$ cat config.mk
export PLATFORM = sky130hd
export DESIGN_NAME = axis_mc_master
export DESIGN_NICKNAME = d
export VERILOG_FILES = /design/src/rtl/axis_mc_master.sv
export SDC_FILE = /design/constraint.sdc
export NUM_CORES = 1
export LEC_CHECK = 0
export BUFFER_PORTS_ARGS = -buffer_cell sky130_fd_sc_hd__clkbuf_2
export CAP_MARGIN = 10
export CORE_UTILIZATION = 50
export CTS_BUF_LIST = sky130_fd_sc_hd__clkbuf_4 sky130_fd_sc_hd__clkbuf_8
export DETAILED_ROUTE_END_ITERATION = 8
export MAX_ROUTING_LAYER = met4
export PLACE_DENSITY = 0.7
export SETUP_SLACK_MARGIN = 0.15
export SYNTH_ARGS = -nofsm -noshare
export SYNTH_HDL_FRONTEND = slang
export SYNTH_SLANG_ARGS = --single-unit
$ cat constraint.sdc
create_clock -name clk -period 5.5 [get_ports clk]
set_input_delay 0.825 -clock clk [delete_from_list [all_inputs] [get_ports clk]]
set_output_delay 0.825 -clock clk [all_outputs]
set_load 0.02 [all_outputs]
$ cat src/rtl/axis_mc_master.sv
// axis_mc_master: buffers CH_NUM backend streams in per-channel FIFOs and forwards whole
// packets onto a single AXI-Stream link. Arbitration is round-robin at packet granularity,
// and tid carries the source channel number.
// Optional build macro AXIS_MC_PKT_LIMIT_EN: forces tlast on the MAX_PKT_LEN-th beat of a
// packet. The remaining beats of that channel then go out as a new packet.
module axis_mc_master #(
  parameter int unsigned DATA_W      = 32,
  parameter int unsigned USER_W      = 2,
  parameter int unsigned ID_W        = 2,
  parameter int unsigned CH_NUM      = 2,
  parameter int unsigned FIFO_DEPTH  = 8,
  parameter int unsigned RDY_TIMEOUT = 5,
  parameter int unsigned MAX_PKT_LEN = 16
) (
  input  logic                         clk,
  input  logic                         rst_n,
  input  logic [CH_NUM-1:0]            bk_valid,
  output logic [CH_NUM-1:0]            bk_ready,
  input  logic [CH_NUM*DATA_W-1:0]     bk_data,
  input  logic [CH_NUM*DATA_W/8-1:0]   bk_tstrb,
  input  logic [CH_NUM*DATA_W/8-1:0]   bk_tkeep,
  input  logic [CH_NUM*USER_W-1:0]     bk_tuser,
  input  logic [CH_NUM-1:0]            bk_last,
  output logic [CH_NUM-1:0]            bk_done,
  output logic                         bk_nordy,
  output logic                         axis_tvalid,
  output logic                         axis_tlast,
  output logic [DATA_W-1:0]            axis_tdata,
  output logic [DATA_W/8-1:0]          axis_tstrb,
  output logic [DATA_W/8-1:0]          axis_tkeep,
  output logic [ID_W-1:0]              axis_tid,
  output logic [USER_W-1:0]            axis_tuser,
  input  logic                         axis_tready
);

  localparam int unsigned SW    = DATA_W / 8;
  localparam int unsigned EW    = DATA_W + 2 * SW + USER_W + 1;
  localparam int unsigned AW    = $clog2(FIFO_DEPTH);
  localparam int unsigned CntW  = AW + 1;
  localparam int unsigned CW    = 2;  // channel index width; CH_NUM is at most 4
  localparam int unsigned CandW = CW + 1;

  typedef enum logic [0:0] {StIdle, StSend} state_e;

  // FIFO entry layout: {data, strb, keep, user, last}
  logic [EW-1:0]     mem_q    [CH_NUM][FIFO_DEPTH];
  logic [AW-1:0]     wr_ptr_q [CH_NUM];
  logic [AW-1:0]     rd_ptr_q [CH_NUM];
  logic [CntW-1:0]   count_q  [CH_NUM];
  logic [CH_NUM-1:0] empty, full, wr_en, rd_en;

  state_e          state_q;
  logic [CW-1:0]   grant_q, last_grant_q, next_grant;
  logic [CandW-1:0] cand;
  logic            any_pending;
  logic [EW-1:0]   head;
  logic            head_empty, head_last, handshake, tlast_int;
  logic [7:0]      stall_q;

  // Per-channel FIFO status and write acceptance.
  always_comb begin
    for (int c = 0; c < CH_NUM; c++) begin
      empty[c] = (count_q[c] == '0);
      full[c]  = (count_q[c] == CntW'(FIFO_DEPTH));
      wr_en[c] = bk_valid[c] && !full[c];
    end
  end

  // Only the granted channel is popped, and only on a handshake.
  always_comb begin
    for (int c = 0; c < CH_NUM; c++) begin
      rd_en[c] = handshake && (grant_q == CW'(c));
    end
  end

  assign bk_ready = ~full;

  // Pointer and occupancy bookkeeping; reset flushes everything.
  always_ff @(posedge clk or negedge rst_n) begin
    if (!rst_n) begin
      for (int c = 0; c < CH_NUM; c++) begin
        wr_ptr_q[c] <= '0;
        rd_ptr_q[c] <= '0;
        count_q[c]  <= '0;
      end
    end else begin
      for (int c = 0; c < CH_NUM; c++) begin
        if (wr_en[c]) wr_ptr_q[c] <= wr_ptr_q[c] + AW'(1);
        if (rd_en[c]) rd_ptr_q[c] <= rd_ptr_q[c] + AW'(1);
        if (wr_en[c] && !rd_en[c]) begin
          count_q[c] <= count_q[c] + CntW'(1);
        end else if (!wr_en[c] && rd_en[c]) begin
          count_q[c] <= count_q[c] - CntW'(1);
        end
      end
    end
  end

  // FIFO storage needs no reset; occupancy alone defines validity.
  always_ff @(posedge clk) begin
    for (int c = 0; c < CH_NUM; c++) begin
      if (wr_en[c]) begin
        mem_q[c][wr_ptr_q[c]] <= {bk_data[c*DATA_W +: DATA_W], bk_tstrb[c*SW +: SW],
                                  bk_tkeep[c*SW +: SW], bk_tuser[c*USER_W +: USER_W],
                                  bk_last[c]};
      end
    end
  end

  // Round-robin pick: first non-empty channel after the last granted one.
  always_comb begin
    next_grant  = last_grant_q;
    any_pending = 1'b0;
    cand        = '0;
    for (int i = 1; i <= CH_NUM; i++) begin
      cand = {1'b0, last_grant_q} + CandW'(i);
      if (cand >= CandW'(CH_NUM)) cand = cand - CandW'(CH_NUM);
      for (int c = 0; c < CH_NUM; c++) begin
        if (!any_pending && (cand == CandW'(c)) && !empty[c]) begin
          any_pending = 1'b1;
          next_grant  = CW'(c);
        end
      end
    end
  end

  // Present the granted channel's FIFO head.
  always_comb begin
    head       = '0;
    head_empty = 1'b1;
    for (int c = 0; c < CH_NUM; c++) begin
      if (grant_q == CW'(c)) begin
        head       = mem_q[c][rd_ptr_q[c]];
        head_empty = empty[c];
      end
    end
  end

  assign head_last   = head[0];
  assign axis_tvalid = (state_q == StSend) && !head_empty;
  assign handshake   = axis_tvalid && axis_tready;

`ifdef AXIS_MC_PKT_LIMIT_EN
  logic [15:0] beat_cnt_q;

  assign tlast_int = head_last || (beat_cnt_q == 16'(MAX_PKT_LEN - 1));

  // Beats already sent in the current packet; any tlast handshake starts a new one.
  always_ff @(posedge clk or negedge rst_n) begin
    if (!rst_n) begin
      beat_cnt_q <= '0;
    end else if (handshake) begin
      beat_cnt_q <= tlast_int ? '0 : beat_cnt_q + 16'd1;
    end
  end
`else
  logic [31:0] unused_max_pkt_len;

  assign unused_max_pkt_len = 32'(MAX_PKT_LEN);
  assign tlast_int          = head_last;
`endif

  // Payload is forced to zero whenever no beat is offered.
  always_comb begin
    axis_tdata = '0;
    axis_tstrb = '0;
    axis_tkeep = '0;
    axis_tuser = '0;
    axis_tlast = 1'b0;
    axis_tid   = '0;
    if (axis_tvalid) begin
      {axis_tdata, axis_tstrb, axis_tkeep, axis_tuser} = head[EW-1:1];
      axis_tlast = tlast_int;
      axis_tid   = ID_W'(grant_q);
    end
  end

  assign bk_done = rd_en & {CH_NUM{tlast_int}};

  // Arbiter FSM: the grant stays locked until the tlast beat is accepted.
  always_ff @(posedge clk or negedge rst_n) begin
    if (!rst_n) begin
      state_q      <= StIdle;
      grant_q      <= '0;
      last_grant_q <= CW'(CH_NUM - 1);
    end else begin
      unique case (state_q)
        StIdle: begin
          if (any_pending) begin
            grant_q <= next_grant;
            state_q <= StSend;
          end
        end
        StSend: begin
          if (handshake && tlast_int) begin
            state_q      <= StIdle;
            last_grant_q <= grant_q;
          end
        end
        default: state_q <= StIdle;
      endcase
    end
  end

  // Saturating count of consecutive cycles in which a beat was offered but not taken.
  always_ff @(posedge clk or negedge rst_n) begin
    if (!rst_n) begin
      stall_q <= '0;
    end else if (axis_tvalid && !axis_tready) begin
      if (stall_q != 8'hFF) stall_q <= stall_q + 8'd1;
    end else begin
      stall_q <= '0;
    end
  end

  assign bk_nordy = (stall_q >= 8'(RDY_TIMEOUT));

endmodule

==> qor.txt, run 1 <==
largest net degree at the start of global routing = 54
Post-synth EDFFs = 688
Worst setup EP type = output port
period utilization = 79.5%
Final Worst Setup Slack = 1.13 ns
Leak = 0.0107 uW
first-pass GRT wire length = 88200 um
Global Route Usage Sum = 21.8%
Main synth FF type = edfxtp_1
setup violators final = 0
pre-CTS WS = 1.76 ns
Worst EP required = 4.68 ns
via count = 13400
final core occ = 57.6%
register bit count reported by yosys = 721
vias in the first global route = 14100
CP arrival = 3.55 ns
GP Congestion = 0.787
Gate Count Post-Synth = 1291
Layout Area Growth over Synthesis = 13.1%
Yosys top cell by area = edfxtp_1
initial core utilization = 50.9%
CTS tree = built
ys async rst share = 4.58%
H-Tree Depth = 3
initial antenna violation count = 10
Slew Viols, Final = 0
hpwl dp = 33900 um
Placed Instance Area = 0.0298 mm2
vertical die dimension = 240 um
final wirelength = 59000 um
number of hold buffers added after CTS = 0
Sinks on Clock Net = 721
count leader, synth = edfxtp_1
worst skew pair latency = 0.69 ns
post_cts resized = 0
list of most frequent post-synthesis cells = edfxtp_1 (688), mux4_2 (171), mux2i_1 (85)
Setup Skew = 0.0235 ns
Worst Hold Class = primary input to asynchronous set/reset pin
CP startpoint kind = flop
Yosys cell types = 53
DRC Markers = 0
I/O pin count = 142
fin area = 0.0320 mm2
unrepaired setup endpoints after global routing = false
clk slew on worst S/H paths = 0.06 ns
Clock Tree Root = clkbuf_8
via/cell ratio = 5.69
worst-margin pin slew = 1.10 ns
post-route ant nets = 0
Synth Area per Inst = 21.9 um2
relative slew slack = 26.8%
setup_tns = 0 ns
Yosys warnings = 0
post-synthesis sequential area ratio = 76.0%
drt wl/cell = 25.1 um
Tmin final = 4.37 ns
DR pass1 iterations = 5
DIE AREA = 0.0575 mm2
WHS = 0.276 ns
reg2reg setup slack = 2.57 ns
post-synthesis instance area = 0.0283 mm2
Layout Nets = 1608
fmax = 229 MHz
Synth Net Count = 1397
WS Path Type = flop to output port
Peak VDD IR = 0.492 mV
Post-CTS Setup Inserts = 0
Synth top area share = 73.0%
Synth area leaders = edfxtp_1 (73%), mux4_2 (14%), mux2i_1 (3.0%)
Pwr per Cell Area = 545 mW/mm2
cell row count = 86
Longest Clk Path Bufs = 3
CP max FO = 43
die width = 240 um
number of max-cap violations = 0
Num CTS Buffers = 109
number of I/O port buffers = 140
layout cell share with drive strength beyond 1 = 34.3%
gr ovfl total = 0
core area = 0.0555 mm2
drt initial violations = 1075
outcome = finished clean
Fin. Hold Viols = 0
[final cells by class]
cell class	count	area [um2]
sequential	721	21500
clock inverter	52	284
multi-input combinational	489	6400
tap	748	936
fill	4164	23500
timing repair buffer	170	951
clock buffer	152	1850
antenna	10	25.0
inverter	11	41.3
[sequential cells by signal, indices dropped and copies added, names as in the netlist]
signal and count:
mem_q 688, last_grant_q 2, stall_q 8, wr_ptr_q 6
count_q 8, rd_ptr_q 6, grant_q 2, state_q 1
[power by group]
| part | switching [uW] | internal (uW) | total [uW] |
|---|---|---|---|
| sequential | 655 | 6920 | 7580 |
| combinational | 3170 | 2430 | 5590 |
| clock | 2000 | 2270 | 4270 |
| total | 5820 | 11600 | 17400 |
[layout by cell type (no fill, tap or decap), drive strengths merged, types with 2 or more instances in the layout]
cell and count:
clkbuf 292, a211oi 6, edfxtp 688, o21a 2, or3 2, bufinv 2
nand2b 5, diode 10, mux2i 85, xnor2 13, o21ai 4, nand2 21
nor2b 4, and2 2, buf 30, mux2 6, nor2 62, nand3 4
xor2 5, nor3b 3, o22a 39, a21o 4, mux4 172, nor3 18
inv 13, a21oi 3, ha 13, nor4 3, dfrtp 32, clkinv 47
fa 2
[layer usage]
layer / GRT usage [%] / part of all wire, % / up-vias
li1: - / - / 5823
met1: 28.3 / 41 / 7058
met2: 34.4 / 50 / 418
met3: 5.57 / 6.9 / 80
met4: 6.10 / 2.1 / 0
met5: - / 0 / -
[final timing paths]
kind	to	startpoint	cells past startpoint
worst max-delay path	axis_tstrb[2]	rd_ptr_q[3]	6
worst min-delay path	count_q[7]	rst_n	1
worst max register to register	mem_q[0][12]	count_q[4]	7
worst min register to register	count_q[7]	count_q[7]	1
max in group asynchronous	rd_ptr_q[0]	rst_n	1
min in group clk	mem_q[0][57]	bk_data[3]	1
[worst max-delay path, stage by stage, from the launching register on]
cell and delay [ns]:
dfrtp_4 1.00, buf_12 0.38, mux4_2 0.55, mux2i_1 0.41
o22a_1 0.23, nor2_1 0.07, clkbuf_2 0.19
[metrics by stage]
| stage | total power (uW) | instances |
|---|---|---|
| finish | 17400 | 2353 |
| global route | 18200 | 2353 |
| CTS | 17600 | 2343 |
| detailed placement | 13400 | 2139 |
| global placement | 13300 | 2139 |
| floorplan | 11500 | 1291 |
[logic make-up (layout without fill, tap and decap cells)]
group	after synthesis	count (layout)	synth area share, %
muxes	263	263	17.0
DFF	721	721	76.0
xor gates and xnor gates	18	18	0.557
AOI/OAI and AO/OA	64	64	1.83
and+or+nand+nor	128	128	2.11
adders and majority gates	15	15	0.717
buffers and inverters	81	385	1.86
other	1	11	0.0133
No activity file was read; power rests on OpenSTA's default activity.
==> run 2: changes to the inputs <==
--- a/config.mk
+++ b/config.mk
@@ -5,13 +5,14 @@
 export SDC_FILE = /design/constraint.sdc
 export NUM_CORES = 1
 export LEC_CHECK = 0
+export ABC_AREA = 1
 export BUFFER_PORTS_ARGS = -buffer_cell sky130_fd_sc_hd__clkbuf_2
 export CAP_MARGIN = 10
 export CORE_UTILIZATION = 50
 export CTS_BUF_LIST = sky130_fd_sc_hd__clkbuf_4 sky130_fd_sc_hd__clkbuf_8
 export DETAILED_ROUTE_END_ITERATION = 8
 export MAX_ROUTING_LAYER = met4
-export PLACE_DENSITY = 0.7
+export PLACE_DENSITY = 0.67
 export SETUP_SLACK_MARGIN = 0.15
 export SYNTH_ARGS = -nofsm -noshare
 export SYNTH_HDL_FRONTEND = slang
==> constraint.sdc (replaced) <==
create_clock -name clk -period 4.2 [get_ports clk]
set_input_delay 0.63 -clock clk [delete_from_list [all_inputs] [get_ports clk]]
set_output_delay 0.63 -clock clk [all_outputs]
set_load 0.02 [all_outputs]
==> run 2 against run 1 <==
  * Synthesized area is 2.9% higher
  * Register-to-register slack lost 1.0 ns
  * Largest cell class unchanged
  * Power grew 34%
  * Combinational power up 51%
  * Sequential share of layout area fell by 1.4 points
  * Non-clock buffer count grew 18
  * First-iteration DRC count up 79%
  * Worst hold slack worse by 0.22 ns
  * Highest routed layer unchanged
  * Critical path depth stayed put
  * Clock power grew 26%
  * Die area rose by 2.9%
  * Core utilization down 0.87 points
==> qor.txt, run 2 <==
outcome = finished clean
WS Path Type = flop to output port
DIE AREA = 0.0592 mm2 (+2.9%)
GP Congestion = 0.888 (+13%)
Simple-Gate Fraction of Synth Area = 12.3% (+10 points)
initial antenna violation count = 6 (-4)
post_cts resized = 0 (unchanged)
Tmin final = 3.79 ns
CP arrival = 3.16 ns (-0.39 ns)
Fin. Hold Viols = 0 (unchanged)
via/cell ratio = 5.54 (-2.5%)
post-route ant nets = 0 (unchanged)
CP bufs+invs = 2 (unchanged)
Worst EP required = 3.57 ns (-1.11 ns)
Worst setup EP type = output port
via count = 18600 (+39%)
Crit-path slowest cell = dfrtp_4
I/O pin count = 142 (unchanged)
Fillers = 4612 (+11%)
Sinks on Clock Net = 721 (unchanged)
Sequential Area = 0.0215 mm2 (about the same)
post-synthesis instance area = 0.0291 mm2 (+2.9%)
Critical Path End = axis_tdata[7]
reg2reg setup slack = 1.55 ns (-1.02 ns)
Pwr per Cell Area = 716 mW/mm2 (+31%)
largest net degree at the start of global routing = 174 (+220%)
CP Depth = 6 (unchanged)
drt initial violations = 1925 (+79%)
hpwl dp = 38700 um (+14%)
R2R depth = 14 (+7)
Final Non-Filler Cells = 3347 (+42%)
layout cell share with drive strength beyond 1 = 14.9% (-19 points)
worst-margin pin slew = 0.997 ns (-0.101 ns)
register bit count reported by yosys = 721 (unchanged)
post-synthesis sequential area ratio = 73.8% (-2.2 points)
Post-Synth Adder-Cell Area = 0.696% (-0.020 points)
H-Tree Depth = 3 (unchanged)
largest family of logic cells by synthesized area = simple AND/OR/NAND/NOR gates
Yosys cell types = 36 (-32%)
core area = 0.0576 mm2 (+3.7%)
CP startpoint kind = flop
Post-CTS Setup Inserts = 0 (unchanged)
clk slew on worst S/H paths = 0.06 ns (about the same)
Comb power frac = 36.0% (+3.9 points)
Synth Net Count = 2447 (+75%)
max FFs per register = 688 (unchanged)
Main synth FF type = edfxtp_1
Flop pwr share = 41.1% (-2.4 points)
vertical die dimension = 243 um (+1.4%)
CTS tree = built
number of I/O port buffers = 140 (unchanged)
Yosys warnings = 0 (unchanged)
Yosys top cell by area = edfxtp_1
Slew Viols, Final = 0 (unchanged)
relative slew slack = 33.5% (+6.7 points)
count leader, synth = edfxtp_1
Synth Area per Inst = 12.4 um2 (-43%)
worst skew pair latency = 0.70 ns (about the same)
Worst path max stage delay = 1.08 ns (+0.08 ns)
commonest non-fill, non-tap cell in the layout = edfxtp_1
fmax = 264 MHz
DRC Markers = 0 (unchanged)
Synth Area in Compound Gates = 9.54% (+7.7 points)
drt wl/cell = 20.5 um (-18%)
period utilization = 90.3%
Cells after DPL = 3149 (+47%)
ys async rst share = 4.58% (unchanged)
Critical path origin = rd_ptr_q[4]
footprint of the multi-input gates = 0.00684 mm2 (+6.9%)
unrepaired setup endpoints after global routing = false
Layout Area Growth over Synthesis = 12.2%
list of most frequent post-synthesis cells = edfxtp_1 (688), nor2_1 (392), nand2_1 (327)
Peak VDD IR = 0.603 mV (+23%)
Worst Hold Class = primary input to asynchronous set/reset pin
setup_tns = 0 ns (unchanged)
Clock Tree Root = clkbuf_8
initial core utilization = 50.6% (-0.39 points)
Layout Nets = 2598 (+62%)
Clk pwr share = 23.0% (-1.5 points)
FF-to-FF End = count_q[3]
delay-heaviest family, CP = flip-flops
gr ovfl total = 0 (unchanged)
Leak = 0.0115 uW (+7.1%)
Num CTS Buffers = 106 (-2.8%)
vias in the first global route = 18100 (+29%)
die width = 243 um (+1.4%)
Setup Skew = 0.0179 ns (-0.00556 ns)
multiplexer share of the synthesized area = 0% (-17 points)
Pint = 14300 uW (+23%)
first-pass GRT wire length = 105000 um (+19%)
cell row count = 88 (+2.3%)
crit path cell chain = buf_4, o21ai_0, o211ai_1, nand3_1, a21oi_1, clkbuf_2
Sw Share = 39.0% (+5.7 points)
number of hold buffers added after CTS = 0 (unchanged)
Longest Clk Path Bufs = 3 (unchanged)
Psw = 9140 uW (+57%)
Synth top area share = 71.0% (-2.1 points)
CP max FO = 100 (+130%)
Gate Count Post-Synth = 2341 (+81%)
commonest cells after routing, fill and taps aside = edfxtp_1 (688), nor2_1 (375), nand2_1 (327)
Synth area leaders = edfxtp_1 (71%), nor2_1 (5.1%), o21ai_0 (4.3%)
setup violators final = 0 (unchanged)
Post-synth EDFFs = 688 (unchanged)
WHS = 0.0605 ns (-0.216 ns)
Reg-to-Reg Start = grant_q[1]
number of max-cap violations = 0 (unchanged)
XOR/XNOR Fraction of Synth Area = 0.451% (-0.11 points)
final wirelength = 68500 um (+16%)
Global Route Usage Sum = 24.0% (+2.2 points)
DR pass1 iterations = 8 (+3)
run 2: changes by cell type in the layout (fill, tap and decap cells not counted), moves of 10 or more:
cell,previous run,this run
nand3_1,4,152
mux2i_1,85,0
nor2_1,55,375
o211ai_1,1,68
o22a_1,39,0
o21ai_1,0,83
nor2_4,7,17
mux4_2,171,0
o21ai_0,4,250
buf_4,28,38
nand2_1,21,327
inv_1,11,32
a21oi_1,3,102
run 2: power groups by stage:
stage          Combinational [uW]  Clock (uW)  Sequential, uW
4_1_cts                      8440        5450            9620
2_1_floorplan                5820           0            9460
6_report                     8420        5380            9620
3_5_place_dp                 8410           0            9760
5_1_grt                      9250        5760            9730
3_3_place_gp                 8230           0            9720
run 2: logic make-up (layout without fill, tap and decap cells):
kind of cell               after synthesis  after routing
DFF                                    721            721
other                                    1              7
xor gates and xnor gates                15             15
buffers and inverters                  187            422
adders and majority gates               15             15
and+or+nand+nor                        887            887
AOI/OAI and AO/OA                      515            515
run 2: routing by layer:
metal  track usage, %  share of wire, %
met2             38.1                49
met3             3.69               6.6
met1             31.4                42
met4             9.06               2.5
met5                -                 0
run 2: worst min-delay path by stage:
stage	from	endpoint	slack [ns]	cells after the start
global placement	last_grant_q[0]	last_grant_q[0]	0.46	2
CTS	rst_n	stall_q[1]	0.04	1
floorplan	rst_n	count_q[0]	0.33	0
global route	rst_n	stall_q[3]	0.11	1
finish	rst_n	stall_q[6]	0.06	1
detailed placement	last_grant_q[0]	last_grant_q[0]	0.47	2
run 2: cell type report:
cell class	count	share of cell area [%]
Clock inverter	56	1.00
Antenna cell	6	0.0459
Timing Repair Buffer	188	3.63
Clock buffer	136	5.17
Inverter	42	0.502
Multi-Input combinational cell	1433	20.9
Tap cell	765	2.93
Sequential cell	721	65.8
run 2: per-stage QoR:
step	utilization [%]	total power, uW	instance area [um2]	worst slack [ns]
6_report	56.7	23400	32700	0.408
3_3_place_gp	53.2	18000	30600	1.15
5_1_grt	56.7	24700	32700	0.230
3_5_place_dp	53.2	18200	30600	1.10
2_1_floorplan	-	15300	29100	0.803
4_1_cts	56.7	23500	32700	0.343
